===== config.mk =====
export PLATFORM = sky130hd
export DESIGN_NAME = mb_shift_reg
export DESIGN_NICKNAME = d
export VERILOG_FILES = /design/src/rtl/mb_shift_reg.sv
export SDC_FILE = /design/constraint.sdc
export NUM_CORES = 1
export LEC_CHECK = 0
export BUFFER_PORTS_ARGS = -buffer_cell sky130_fd_sc_hd__clkbuf_2
export CAP_MARGIN = 40
export CORE_MARGIN = 2
export CORE_UTILIZATION = 51
export CTS_CLUSTER_SIZE = 25
export DETAILED_ROUTE_END_ITERATION = 10
export PLACE_DENSITY = 0.83
export SYNTH_ARGS = -nofsm -noshare
export SYNTH_HDL_FRONTEND = slang
export SYNTH_SLANG_ARGS = --single-unit

===== constraint.sdc =====
create_clock -name Cp -period 2.7 [get_ports Cp]
set_input_delay 0.27 -clock Cp [delete_from_list [all_inputs] [get_ports Cp]]
set_output_delay 0.27 -clock Cp [all_outputs]
set_load 0.02 [all_outputs]

===== src/rtl/mb_shift_reg.sv =====
// mb_shift_reg: WIDTH-bit bidirectional shift register with parallel load,
// synchronous reset/set, clock enable, optional rotate mode and a saturating
// shift counter. Every output is driven straight from a flop, so input
// activity between edges can never reach Q, Qn, Cnt or Done.
module mb_shift_reg #(
  parameter int WIDTH  = 8,
  parameter bit ROTATE = 1'b0,
  localparam int CW    = $clog2(WIDTH + 1)
) (
  input  logic             Cp,
  input  logic             Rn,
  input  logic             Sn,
  input  logic             En,
  input  logic [1:0]       S,
  input  logic [WIDTH-1:0] D,
  input  logic             SR_in,
  input  logic             SL_in,
  output logic [WIDTH-1:0] Q,
  output logic [WIDTH-1:0] Qn,
  output logic [CW-1:0]    Cnt,
  output logic             Done
);

  // Operating modes carried on S.
  typedef enum logic [1:0] {
    MODE_HOLD  = 2'b00,
    MODE_RIGHT = 2'b01,
    MODE_LEFT  = 2'b10,
    MODE_LOAD  = 2'b11
  } mode_e;

  localparam logic [CW-1:0]    CNT_ZERO = {CW{1'b0}};
  localparam logic [CW-1:0]    CNT_MAX  = CW'(WIDTH);
  localparam logic [WIDTH-1:0] Q_ZERO   = {WIDTH{1'b0}};
  localparam logic [WIDTH-1:0] Q_ONES   = {WIDTH{1'b1}};

  // Counter increment that sticks at WIDTH once reached.
  function automatic logic [CW-1:0] sat_inc(input logic [CW-1:0] value);
    logic [CW-1:0] result;
    if (value >= CNT_MAX) begin
      result = CNT_MAX;
    end else begin
      result = value + {{(CW-1){1'b0}}, 1'b1};
    end
    return result;
  endfunction

  // Registered state and registered output decodes.
  logic [WIDTH-1:0] q_r;
  logic [WIDTH-1:0] qn_r;
  logic [CW-1:0]    cnt_r;
  logic             done_r;

  // Next-state values computed from the current state and sampled inputs.
  logic [WIDTH-1:0] q_next_s;
  logic [CW-1:0]    cnt_next_s;
  logic             right_fill_s;
  logic             left_fill_s;
  mode_e            mode_s;

  assign mode_s = mode_e'(S);

  // Bits entering the register on a shift: serial inputs, or wrap-around.
  always_comb begin
    right_fill_s = SR_in;
    left_fill_s  = SL_in;
    if (ROTATE) begin
      right_fill_s = q_r[0];
      left_fill_s  = q_r[WIDTH-1];
    end else begin
      right_fill_s = SR_in;
      left_fill_s  = SL_in;
    end
  end

  // Next-state decode: set beats enable, enable beats mode. Reset is applied
  // in the state register itself so it dominates everything here.
  always_comb begin
    q_next_s   = q_r;
    cnt_next_s = cnt_r;
    if (!Sn) begin
      q_next_s   = Q_ONES;
      cnt_next_s = CNT_ZERO;
    end else if (!En) begin
      q_next_s   = q_r;
      cnt_next_s = cnt_r;
    end else begin
      case (mode_s)
        MODE_HOLD: begin
          q_next_s   = q_r;
          cnt_next_s = cnt_r;
        end
        MODE_RIGHT: begin
          q_next_s   = {right_fill_s, q_r[WIDTH-1:1]};
          cnt_next_s = sat_inc(cnt_r);
        end
        MODE_LEFT: begin
          q_next_s   = {q_r[WIDTH-2:0], left_fill_s};
          cnt_next_s = sat_inc(cnt_r);
        end
        MODE_LOAD: begin
          q_next_s   = D;
          cnt_next_s = CNT_ZERO;
        end
        default: begin
          q_next_s   = q_r;
          cnt_next_s = cnt_r;
        end
      endcase
    end
  end

  // State register with synchronous active-low reset; Qn and Done are
  // registered alongside Q and Cnt so they change only on the clock edge.
  always_ff @(posedge Cp) begin
    if (!Rn) begin
      q_r    <= Q_ZERO;
      qn_r   <= Q_ONES;
      cnt_r  <= CNT_ZERO;
      done_r <= 1'b0;
    end else begin
      q_r    <= q_next_s;
      qn_r   <= ~q_next_s;
      cnt_r  <= cnt_next_s;
      done_r <= (cnt_next_s == CNT_MAX);
    end
  end

  assign Q    = q_r;
  assign Qn   = qn_r;
  assign Cnt  = cnt_r;
  assign Done = done_r;

endmodule


# ---- Word-level counts from Yosys, hierarchy flattened
# Cells that the tools add are included.
dict set report totals {
  inputBits 16
  regBits 21
  output_inout_bits 21
  elab_cells 20
}
dict set report classes {
  n_reduce_logical 2
  mux 7
  addsub 1
  magnitude_cmp 1
  eq_ne 4
  n_bitwise 1
}
# cell count
set op_table {}
lappend op_table {{8-bit case mux with 4 select lines} 1}
lappend op_table {{8-bit two-way mux} 2}
lappend op_table {{4-bit two-way mux} 3}
lappend op_table {{4-bit case mux with 3 select lines} 1}
lappend op_table {{8-bit inverter} 1}
lappend op_table {{4-bit by 1-bit adder with 4-bit output, second input constant} 1}
lappend op_table {{2-bit == test, second input constant} 2}
lappend op_table {{4-bit == test, second input constant} 1}
lappend op_table {{4-bit >= comparator, second input constant} 1}
lappend op_table {{2-bit by 1-bit == test with 1-bit output, second input constant} 1}
lappend op_table {{2-bit zero test} 1}
lappend op_table {{2-bit OR reduction} 1}

# ---- Logic depth before layout (Yosys ltp)
dict set report logic_depth {
  ltp_word 6
  depth_mapped 8
  mapped_depth_nobuf 6
}

# ---- Worst setup path before layout
# Ideal clock, no wire load.
dict set report synth_path {
  path_type {register to register}
  start {register cnt_r[0], in the netlist Cnt[0]}
  end {register done_r, in the netlist Done}
  stages_incl_launch_ff 6
  arrival_ps 1437
  setup_slack_ps 1159
  period_less_slack_ps 1541
  path_buffers 0
  setup_time_ps 103
  required_ps 2597
  cell_sequence {dfxtp_1 -> inv_1 -> ha_1 -> a22oi_1 -> a31oi_1 -> a2111oi_2}
}
dict set report synth_between {
  elab_chain_len 6
  elab_cells_between_ends 7
  cone_classes {add/sub (1); order compare (1); eq/ne (1); mux (4)}
}
# element line_no
set synth_lines {}
lappend synth_lines {{start, declared} 51} ;# logic [CW-1:0] cnt_r;
lappend synth_lines {{start signal, assigned} 124} ;# cnt_r <= cnt_next_s;
lappend synth_lines {{4-bit by 1-bit adder with 4-bit output or 4-bit >= comparator (tied branches)} {43, 40}}
lappend synth_lines {{4-bit two-way mux} 40} ;# if (value >= CNT_MAX) begin
lappend synth_lines {{4-bit case mux with 3 select lines} 88} ;# case (mode_s)
lappend synth_lines {{4-bit two-way mux (*)} 84} ;# end else if (!En) begin
lappend synth_lines {{4-bit two-way mux (*)} 81} ;# if (!Sn) begin
lappend synth_lines {{4-bit == test (*)} 125} ;# done_r <= (cnt_next_s == CNT_MAX);
lappend synth_lines {{end signal, assigned} 125}
lappend synth_lines {{end, declared} 52} ;# logic done_r;
# Mark *: on every way between the ends. The rest lies on a longest branch, timed or not.
# A chain may end at the register's enable or synchronous reset.

# ---- Worst setup path in the final report
# Same ends and word-level chain as after synthesis.

==> impl_metrics.json <==
{
  "setup_tns_ns": 0,
  "cts.clk_slew.worst_paths_ns": 0.12,
  "ios": 37,
  "antenna_cells": 0,
  "grt_antenna_before_repair": 0,
  "max_freq_mhz": 649,
  "start_util": 0.555,
  "synth_area_um2": 980,
  "fin_util": 0.671,
  "ctsResizeCount": 0,
  "internal_power_mw": 0.435,
  "fillers": 164,
  "htreeDepth": 1,
  "globalRoute.totalOverflow": 0,
  "dr_total_vias": 858,
  "yosys_warnings": 0,
  "cts-hold-fix-buffers": 0,
  "wl_per_cell_um": 13.2,
  "relSlewSlack": 0.734,
  "p_leak_nw": 0.559,
  "drc": 0,
  "worstPathRequired_ns": 2.92,
  "startpoint_type": "register",
  "setup_violations": 0,
  "min_period_ns": 1.54,
  "max-cap-violations": 0,
  "synth_nets": 121,
  "holdWs_ns": 0.293,
  "seqPwrFrac": 0.548,
  "r2r_cells": 5,
  "synth_seq_cells": 21,
  "clk_path_buf_depth": 2,
  "numCtsBuffers": 3,
  "crit_arrival_ns": 1.76,
  "total_power_mw": 0.623,
  "syn_avg_cell_area_um2": 9.90,
  "fin_ws_ns": 1.16,
  "dp_worst_setup_slack_ns": 0.906,
  "grt_pass1_wl_um": 3220,
  "grt_pass1_vias": 724,
  "hold_path.class": "input pin to register",
  "clkSinkCount": 21,
  "grt_use_total": 0.207,
  "dieWidth_um": 47.8,
  "worstMarginPinSlew_ns": 0.393,
  "status": "finished, final reports clean",
  "comb_power_share": 0.205,
  "via_per_inst": 5.46,
  "synth_cell_types": 25,
  "p_switching_mw": 0.188,
  "hpwl_um": 1560,
  "hold-path-cell-count": 2,
  "insertion_delay_ns": 0.31,
  "worst-setup-path-type": "register to register",
  "grt_max_degree": 22,
  "peakVddDrop_uv": 349,
  "coreArea_um2": 1760,
  "design.final.nets": 155,
  "num_rows": 15,
  "first_pass_iters": 5,
  "drt_iter0_markers": 34,
  "fp.dieH_um": 47.8,
  "ys_seq_area_frac": 0.429,
  "grt_setup_unrepaired": "false",
  "switching_share": 0.302,
  "finalCritPeriodShare": 0.571,
  "io_buffers": 36,
  "finClkSkew_ns": 0.00434,
  "root_buffer": "clkbuf_4",
  "area_growth_syn_to_layout_pct": 20.8,
  "antenna_left": 0,
  "layout-drive-gt1-share": 0.394,
  "cts_setup_buffers": 0,
  "worstPathMaxFanout": 4,
  "cts_tree": "built",
  "power.share.clock": 0.246,
  "final_max_slew_viol_count": 0,
  "p_per_area_nw_per_um2": 527,
  "finalWirelength_um": 2070,
  "hold_viol": 0,
  "worstSetupEndpointType": "register",
  "gp_congestion": 0.834,
  "die_area_um2": 2290,
  "syn_inst": 99
}
[registers in the layout, summed over array words and instances, names as in the netlist]
signal and count:
Done 1, Q 8, Cnt 4, Qn 8
[cell usage after synthesis]
master | number | share of area
ha_1 | 6 | 0.077
nand3_1 | 1 | 0.0051
inv_1 | 5 | 0.019
a2111oi_2 | 1 | 0.015
buf_1 | 3 | 0.011
nand2_2 | 1 | 0.0064
and2_1 | 8 | 0.051
dfxtp_1 | 21 | 0.43
a31oi_1 | 1 | 0.0064
o21ai_1 | 1 | 0.0051
buf_6 | 1 | 0.011
a21oi_1 | 1 | 0.0051
nand2_1 | 17 | 0.065
buf_2 | 1 | 0.0051
a22oi_1 | 1 | 0.0077
nand2b_4 | 1 | 0.014
nor2b_1 | 2 | 0.013
nor4bb_1 | 2 | 0.020
a222oi_1 | 8 | 0.082
mux2_2 | 1 | 0.011
clkbuf_1 | 2 | 0.0077
o211ai_2 | 8 | 0.10
nor2_1 | 4 | 0.015
o21bai_1 | 1 | 0.0077
and3_1 | 1 | 0.0064
[through the flow]
step                      instance area (um^2)  instances
after floorplan                            980         99
final                                     1180        157
after global placement                    1160        153
after detailed placement                  1160        153
after CTS                                 1180        157
after global routing                      1180        157
[layer usage]
layer,up-vias,routed length (um),track usage,part of all wire
li1,419,-,-,-
met2,36,1000,0.317,0.48
met5,-,0,0,0
met1,398,874,0.263,0.42
met4,0,43,0.0973,0.021
met3,5,153,0.0679,0.074
[power by group through the flow]
stage / Sequential, mW / Clock [mW] / Combinational, mW
global placement: 0.348 / 0 / 0.124
global route: 0.344 / 0.165 / 0.142
finish: 0.342 / 0.154 / 0.128
detailed placement: 0.349 / 0 / 0.128
floorplan: 0.371 / 0 / 0.0636
CTS: 0.342 / 0.156 / 0.129
[path summary, 6_finish.rpt]
path / slack, ns / start / to
setup / recovery: 1.16 / Cnt[0]$_SDFF_PN0_ / Done$_SDFF_PN0_
hold / removal: 0.29 / Rn / Qn[3]$_SDFF_PN1_
setup reg to reg: 1.16 / Cnt[0]$_SDFF_PN0_ / Done$_SDFF_PN0_
hold reg to reg: 0.53 / Cnt[2]$_SDFF_PN0_ / Cnt[2]$_SDFF_PN0_
[placed cells by master (no fill, tap or decap)]
cell type  synthesis  final
dfxtp_1           21     21
o21bai_1           1      1
nand3_1            1      1
nand2_2            1      1
mux2_2             1      1
a22oi_1            1      1
nor2b_1            2      2
a2111oi_2          1      1
o211ai_2           8      8
ha_1               6      6
and3_1             1      1
nand2_1           17     17
clkinv_2           0      1
and2_1             8      8
a21oi_1            1      1
nor4bb_1           2      2
clkbuf_2           0     36
nand2b_4           1      1
o21ai_1            1      1
inv_1              5      5
a31oi_1            1      1
a222oi_1           8      8
clkbuf_4           0      3
nor2_1             4      4
[worst max-delay path: stages, from the launching register on]
cell and delay (ns):
dfxtp_1 0.40, inv_1 0.09, ha_1 0.29, a22oi_1 0.21, a31oi_1 0.13, a2111oi_2 0.33
[layout make-up]
| cell class | instances | area (um^2) | share of cell area |
|---|---|---|---|
| clock buffers | 3 | 22.5 | 0.0190 |
| clock inverters | 1 | 5.00 | 0.00423 |
| inverters | 5 | 18.8 | 0.0159 |
| multi-input cells | 66 | 505 | 0.427 |
| flip-flops and latches | 21 | 420 | 0.355 |
| well taps | 25 | 31.3 | 0.0264 |
| repair buffers | 36 | 180 | 0.152 |
[logic make-up after synthesis]
kind of cell / synth area share
adder cells (fa/ha/maj): 0.0766
AND/OR/NAND/NOR: 0.197
AO/OA/AOI/OAI: 0.231
flip-flops: 0.429
buffers and inverters: 0.0549
multiplexers: 0.0115
Note: power is estimated with default switching activity, not from simulation.
